==> config.mk <==
export PLATFORM = sky130hd
export DESIGN_NAME = branch_predictor_gshare
export DESIGN_NICKNAME = d
export VERILOG_FILES = /design/src/rtl/branch_predictor_gshare.sv
export SDC_FILE = /design/constraint.sdc
export NUM_CORES = 1
export LEC_CHECK = 0
export ABC_AREA = 1
export CORE_AREA = 2 2 229 231
export DETAILED_ROUTE_END_ITERATION = 10
export DIE_AREA = 0 0 231 233
export HOLD_SLACK_MARGIN = 0.06
export MAX_ROUTING_LAYER = met4
export PLACE_DENSITY = 0.71
export SYNTH_ARGS = -nofsm -noshare
export SYNTH_HDL_FRONTEND = slang
export SYNTH_SLANG_ARGS = --single-unit
==> constraint.sdc <==
create_clock -name CLK -period 6.4 [get_ports CLK]
set_input_delay 1.28 -clock CLK [delete_from_list [all_inputs] [get_ports CLK]]
set_output_delay 1.28 -clock CLK [all_outputs]
set_load 0.02 [all_outputs]
==> src/rtl/branch_predictor_gshare.sv <==
// gshare direction predictor: PC xor global history indexes a table of saturating counters.
// Latency: prediction registered, valid 1 cycle after an accepted request; table self-initialises for 2**IDX_W cycles after reset.
// Backpressure: none; requests are ignored while not ready and dropped in a cycle that carries a mispredict repair.
module branch_predictor_gshare #(
    parameter int PC_W     = 16,
    parameter int IDX_W    = 8,
    parameter int HIST_W   = 8,
    parameter int CTR_W    = 2,
    parameter int INIT_CTR = 1,
    parameter int CNT_W    = 16
) (
    input  logic              CLK,
    input  logic              RES,
    output logic              ready,
    input  logic              predict_valid,
    input  logic [PC_W-1:0]   predict_pc,
    output logic              predict_out_valid,
    output logic              predict_taken,
    output logic [HIST_W-1:0] predict_history,
    input  logic              train_valid,
    input  logic [PC_W-1:0]   train_pc,
    input  logic [HIST_W-1:0] train_history,
    input  logic              train_taken,
    input  logic              train_mispredicted,
    input  logic              stats_clr,
    output logic [CNT_W-1:0]  pred_count,
    output logic [CNT_W-1:0]  mispred_count
);

    localparam int                 DEPTH    = 1 << IDX_W;
    localparam logic [IDX_W-1:0]   IDX_LAST = IDX_W'(DEPTH - 1);
    localparam logic [IDX_W-1:0]   IDX_ONE  = IDX_W'(1);
    localparam logic [CTR_W-1:0]   CTR_MAX  = '1;
    localparam logic [CTR_W-1:0]   CTR_ZERO = '0;
    localparam logic [CTR_W-1:0]   CTR_ONE  = CTR_W'(1);
    localparam logic [CTR_W-1:0]   CTR_INIT = CTR_W'(INIT_CTR);
    localparam logic [CNT_W-1:0]   CNT_MAX  = '1;
    localparam logic [CNT_W-1:0]   CNT_ONE  = CNT_W'(1);

    typedef enum logic {S_INIT, S_RUN} state_t;

    state_t             state;
    state_t             state_nxt;
    logic [IDX_W-1:0]   init_ptr;
    logic [HIST_W-1:0]  ghr;
    logic [CTR_W-1:0]   ctr_mem [DEPTH];

    logic               run;
    logic               mispredict;
    logic               pred_accept;
    logic               train_do;
    logic [IDX_W-1:0]   pred_idx;
    logic [IDX_W-1:0]   train_idx;
    logic [CTR_W-1:0]   train_ctr;
    logic [CTR_W-1:0]   train_ctr_upd;

    // PC bits above the index are not part of the hash.
    logic unused_pc_bits;
    assign unused_pc_bits = ^{predict_pc[PC_W-1:IDX_W], train_pc[PC_W-1:IDX_W]};

    assign run         = (state == S_RUN);
    assign ready       = run;
    assign mispredict  = run & train_valid & train_mispredicted;
    // A history repair in the same cycle makes the request's history stale, so it is dropped.
    assign pred_accept = run & predict_valid & ~mispredict;
    assign train_do    = run & train_valid;
    assign pred_idx    = predict_pc[IDX_W-1:0] ^ IDX_W'(ghr);
    assign train_idx   = train_pc[IDX_W-1:0] ^ IDX_W'(train_history);
    assign train_ctr   = ctr_mem[train_idx];

    // Saturating counter step for the resolved branch.
    always_comb begin
        train_ctr_upd = train_ctr;
        if (train_taken) begin
            if (train_ctr != CTR_MAX) train_ctr_upd = train_ctr + CTR_ONE;
        end else begin
            if (train_ctr != CTR_ZERO) train_ctr_upd = train_ctr - CTR_ONE;
        end
    end

    // Init sweep finishes after the last table entry is written.
    always_comb begin
        state_nxt = state;
        if (state == S_INIT && init_ptr == IDX_LAST) state_nxt = S_RUN;
    end

    // FSM state and init sweep pointer.
    always_ff @(posedge CLK or negedge RES) begin
        if (!RES) begin
            state    <= S_INIT;
            init_ptr <= '0;
        end else begin
            state <= state_nxt;
            if (state == S_INIT) init_ptr <= init_ptr + IDX_ONE;
        end
    end

    // Counter table: init sweep has the write port, then training owns it.
    always_ff @(posedge CLK) begin
        if (state == S_INIT) begin
            ctr_mem[init_ptr] <= CTR_INIT;
        end else if (train_do) begin
            ctr_mem[train_idx] <= train_ctr_upd;
        end
    end

    // Registered prediction; reads the pre-update counter on a same-index train.
    always_ff @(posedge CLK or negedge RES) begin
        if (!RES) begin
            predict_out_valid <= 1'b0;
            predict_taken     <= 1'b0;
            predict_history   <= '0;
        end else begin
            predict_out_valid <= pred_accept;
            if (pred_accept) begin
                predict_taken   <= ctr_mem[pred_idx][CTR_W-1];
                predict_history <= ghr;
            end
        end
    end

    // Global history: repair on mispredict beats the speculative shift of a presented prediction.
    always_ff @(posedge CLK or negedge RES) begin
        if (!RES) begin
            ghr <= '0;
        end else if (mispredict) begin
            ghr <= {train_history[HIST_W-2:0], train_taken};
        end else if (predict_out_valid) begin
            ghr <= {ghr[HIST_W-2:0], predict_taken};
        end
    end

    // Saturating statistics; clear wins over increment.
    always_ff @(posedge CLK or negedge RES) begin
        if (!RES) begin
            pred_count    <= '0;
            mispred_count <= '0;
        end else if (stats_clr) begin
            pred_count    <= '0;
            mispred_count <= '0;
        end else begin
            if (pred_accept && pred_count != CNT_MAX) pred_count <= pred_count + CNT_ONE;
            if (mispredict && mispred_count != CNT_MAX) mispred_count <= mispred_count + CNT_ONE;
        end
    end

endmodule

# Word level (Yosys, flattened, before mapping)
# Memories as Yosys holds them, arrays and structs flattened. A register that Yosys moved wholly into a read port is not among the register bits.
# Index checks and enable logic that the tools add are counted.
[word_totals] elab_cells=50 ff_bits=58 mem_count=1 in_bits=47 ramBits=512
[classes] bitwise=8 n_addsub=5 mux=16 n_eq_ne=4 n_reduce_logical=9
[mem_list] name="ctr_mem" words=256 width=2 rd=2 rd_clocked_by_memory_dff=1 write_ports=1 line="46" source="logic [CTR_W-1:0] ctr_mem [DEPTH];"
[ops] operator="2-to-1 mux 16 bit" n=4
[ops] operator="adder 16 x 1 -> 16 bit (second input constant)" n=2
[ops] operator="!= test 16 bit (second input constant)" n=2
[ops] operator="2-to-1 mux 8 bit" n=3
[ops] operator="bitwise XOR 8 bit" n=2
[ops] operator="adder 8 x 1 -> 8 bit (second input constant)" n=1
[ops] operator="== test 8 bit (second input constant)" n=1
[ops] operator="2-to-1 mux 2 bit" n=4
[ops] operator="nonzero test 2 bit" n=4
[ops] operator="2-to-1 mux 1 bit" n=5
[ops] operator="AND 1 bit" n=4
[ops] operator="logical AND 1 bit" n=3
[ops] operator="adder 2 x 1 -> 2 bit (second input constant)" n=1
[ops] operator="!= test 2 bit (second input constant)" n=1
[ops] operator="inverter 1 bit" n=2
[ops] operator="OR reduction 2 bit" n=1
[ops] operator="subtractor 2 x 1 -> 2 bit (second input constant)" n=1
[ops] operator="logical NOT 1 bit" n=1

# Depth between registers and ports, before layout
[depth] depth_word=7 ltp_mapped=18 depth_no_buf=16

# Worst setup path before layout
# OpenSTA, ideal clock, no wires.
[synth_timing] kind="input to register" start="input port train_history[2]" end="memory ctr_mem[0][1], data pin" setup_ps=921 arrival_time_ps=6214 slack_ps=-735 cell_stages=13 required_time_ps=5479 cell_sequence="xnor2_1 buf_4 clkbuf_1 nand3_1 nand3_1 nand3_1 nand3_1 nand3_1 nand3_1 nand2_1 nand2_1 inv_1 nor2_2"
[synth_between] elab_chain_cells=6
[synth_rtl] element="start, declared" line="22" source="input logic [HIST_W-1:0] train_history,"
[synth_rtl] element="bitwise XOR 8 bit (*)" line="68" source="assign train_idx = train_pc[IDX_W-1:0] ^ IDX_W'(train_history);"
[synth_rtl] element="memory (256 x 2 bit) (*)"
[synth_rtl] element="subtractor 2 x 1 -> 2 bit, or another cell as far along" line="77" source="if (train_ctr != CTR_ZERO) train_ctr_upd = train_ctr - CTR_ONE;"
[synth_rtl] element="2-to-1 mux 2 bit, on equally long branches" line="77, 75"
[synth_rtl] element="2-to-1 mux 2 bit (*)" line="74" source="if (train_taken) begin"
[synth_rtl] element="2-to-1 mux 2 bit (no source line) (*)"
[synth_rtl] element="end, declared" line="46"
# Every way passes the cells marked *; elsewhere a longest branch is shown, timed or not.

# Final worst setup path
[layout_timing] start="input port train_history[0]" end="memory ctr_mem[42][0], data pin"
# The elaborated chain is that of the path after synthesis.

==> results.txt <==
* Highest Signal Layer: met4
- Count of cells along the worst register-to-register path: 15
* Clock tree from TritonCTS: built
- Summed over all failing endpoints, the final setup total negative slack is 0 ps.
- Number of vias after detailed routing: around 23000
* Transition time at the pin with the least slew margin: 1290 ps
- Most instantiated library cell after synthesis: nand2_1
- Entering global routing, the biggest net connects between 100 and 150 pins.
* Iter 0 DRT Violations: a little under 3000
- Cell types occupying the most area after synthesis: edfxtp_1 (55%), nand3_1 (11%), nand2_1 (11%)
- Shortest clock period the worst path allows after layout: 4820 ps
- Power spread over the standard cell area amounts to 267 nW/µm².
- For this run, the total global-route usage over all layers was measured as between 30% and 40%.
- Worst vdd ir: between 0.0002 and 0.00025 V
- Detailed route wirelength on metal2: 39100 µm
* Required @ worst endpoint: between 6000 and 7000 ps
* Reg2Reg Setup Slack: between 2000 and 3000 ps
* Setup repair after global routing missed its margin: no
- Reg2reg start: ghr[1]$_DFFE_PN0P_
* Clock network latency to the later pin of the worst-skew pair: 640 ps
- After detailed routing, the average wire length per cell comes to 22.5 µm.
- Total power consumption of the routed design: 8310 µW
- After synthesis the cells add up to 27900 µm².
* Max Clock Skew: 22.2 ps
* Hold path cells: 2
- Maximum clock path buffer count: 3
- Clock-pin slew was measured on the worst setup and hold paths at approximately 60 ps.
- Number of distinct library cell variants in the gate-level netlist after synthesis: 48
* Die extent in y: 233 µm
* #FFs+latches synth: around 570
* Post-CTS Setup Repair Bufs: 0
- Post-synthesis average cell area: 9.53 µm²
- Final-report hold violation count: 0
* Signal arrival time at the worst endpoint: 5170 ps
- # Max-Cap Violations: 0
- Leakage Power: 0.0116 µW
- Total Routed Length: about 83000 µm
* Starting density of the core: 54.6%
- Destination of the worst hold path: predict_history[3]$_DFFE_PN0P_
- The Yosys step of the flow raised 0 warnings.
* Predominant post-synthesis flop cell: edfxtp_1
* Max-slew violation count: 0
- The worst setup path is launched from an input port.
- Worst slew margin: between 10% and 20%
- Net count after synthesis: ~3000
- EDFF count, synth: 512
- The count of buffers added on input and output ports is 73.
- After synthesis, the largest area contributor takes up a little under three fifths of total cell area.
- The detail route stage leaves a number of antenna-violating nets equal to 0.
- Counting every sink on the clock net gives ~570.
- M1 wire length: about 30000 µm
* GP Congestion: 0.927
- Final period util: 75.3%
* Asr flop ratio synth: 10.3%
- For this run the aggregate overflow at the end of global routing stands at 0.
* Worst Hold Class: reg2reg
- Row generation in the floorplan step produced 83 rows.
* Total half-perimeter wirelength after legalization and detailed placement: 47100 µm
* Pre-Repair DR Iteration Count: 8
* Detail-routed via count per cell: a little over 6
* CP endpoint kind: register
- Synth cell count leaders: nand2_1 (789), nand3_1 (602), edfxtp_1 (512)
- Clock tree synthesis inserted a total of 59 buffers.
- The number of global-route vias before repair came to 21900.
- Gates resized during post-CTS repair numbered 0.
* Full die area: approximately 54000 µm²
- The run finished with clean final reports.
- The critical path is of the in2reg type.
- After filler insertion, the fill cell instance count of the layout stands at roughly 4200.
* Fraction of the yosys area taken by sequential cells: roughly three fifths
- Static timing analysis puts the maximum clock frequency at around 210 MHz.
- H-tree levels: 2
- In this run the standard cell core region covers 51100 µm².
- Cells with a size suffix above 1 make up 6.73% of the layout.
- From left edge to right edge, the die measures 231 µm.
* Total of endpoints with negative setup slack in the final report: 0
- Post-layout nets: between 2000 and 3000
- After detailed routing, the number of remaining DRC violations is 0.
* Launch point of the worst hold path: predict_history[3]$_DFFE_PN0P_
- CTS Root Buffer Type: clkbuf_16
- Relative area change from synthesis to final layout: 11.6%
* Met3 routed wirelength: 8710 µm
* Total I/O pin count: 90
- Initial antenna violation count: 1
- The largest total area in the synthesized netlist belongs to edfxtp_1.
- Global-route wire length before repair: 125000 µm
- Gate count of the mapped netlist: 2925
- Number of hold buffers added after CTS: 0
- Endpoint of the lowest-slack register-to-register path: predict_taken$_DFFE_PN0P_
- Of all nets on the critical path, the largest fanout is 82.
[logic make-up after synthesis]
logic type | Yosys count | synth area share, %
AOI/OAI and AO/OA | 232 | 5.35
xor gates and xnor gates | 22 | 0.785
adders and majority gates | 3 | 0.135
buffers and inverters | 330 | 6.15
DFF | 571 | 60.4
and+or+nand+nor | 1767 | 27.1
[final cells by class]
class	instances	area, µm²	area share [%]
diodes	1	2.50	0.00805
clock buffers	70	1540	4.95
clock inverters	42	402	1.29
inverters	137	517	1.66
multi-input cells	2024	9440	30.3
flip-flops and latches	571	16900	54.2
well taps	680	851	2.74
repair buffers	142	1510	4.84
[metal layers]
layer	global-route usage (%)	vias up
li1	-	10100
met1	38.9	10800
met2	51.3	1323
met3	5.92	348
met4	15.0	0
met5	-	-
[flip-flops by register name (all words and copies together), names as in the netlist]
name and count:
ctr_mem 512, mispred_count 16, pred_count 16, ghr 8, init_ptr 8, predict_history 8
predict_out_valid 1, predict_taken 1, ready 1
[where the power goes]
part           leakage [µW]  internal [µW]  total, µW  switching [µW]
sequential          0.00531           4000       4000      0.00000504
combinational       0.00535            248        820             572
clock              0.000956           2030       3490            1460
[critical path, cell delays in order]
cell and delay (ps):
clkdlybuf4s50_1 490, inv_2 150, nand2_1 160, nand2_8 430
buf_12 320, nand2_1 80, nand3_1 70, nand3_1 80
nand3_1 130, nand3_1 190, nand3_1 140, nand3_1 140
nand3_2 120, nand2_1 80, a21oi_1 370, nand2_8 390
buf_4 370
[per-stage QoR]
| stage | util (%) | hold WS [ps] | setup slack [ps] | area (µm²) | cells |
|---|---|---|---|---|---|
| finish | 60.9 | 490 | 1580 | 31100 | 3667 |
| global route | 60.9 | 523 | 1380 | 31100 | 3667 |
| CTS | 60.9 | 493 | 1700 | 31100 | 3666 |
| detailed placement | 57.1 | 479 | 1050 | 29200 | 3554 |
| global placement | 57.1 | 479 | 1110 | 29200 | 3554 |
| floorplan | - | 464 | 1100 | 27900 | 2925 |
[placed cells by master (no fill, tap or decap), types with 7 or more instances in the layout]
| cell | count |
|---|---|
| nand3_1 | 602 |
| nor2_1 | 321 |
| edfxtp_1 | 512 |
| clkinv_1 | 20 |
| inv_1 | 127 |
| xnor2_1 | 10 |
| o211ai_1 | 112 |
| clkbuf_16 | 60 |
| inv_2 | 7 |
| clkdlybuf4s50_1 | 72 |
| clkbuf_1 | 10 |
| nor3_1 | 18 |
| nand4_1 | 7 |
| nand2_1 | 786 |
| buf_12 | 21 |
| o21ai_1 | 29 |
| bufinv_16 | 8 |
| o21ai_0 | 54 |
| a21oi_1 | 23 |
| clkinv_2 | 15 |
| buf_4 | 48 |
| dfrtp_1 | 59 |
[how the worst max path moves through the flow]
stage,from,to,cells after the start
6_report,train_history[0],ctr_mem[42][0]$_DFFE_PP_,17
5_1_grt,train_history[0],ctr_mem[19][0]$_DFFE_PP_,17
4_1_cts,train_history[0],ctr_mem[139][0]$_DFFE_PP_,17
3_5_place_dp,train_history[0],ctr_mem[124][0]$_DFFE_PP_,17
3_3_place_gp,train_history[0],ctr_mem[125][0]$_DFFE_PP_,17
2_1_floorplan,train_history[2],ctr_mem[0][1]$_DFFE_PP_,13
(Power assumes the default switching activity.)
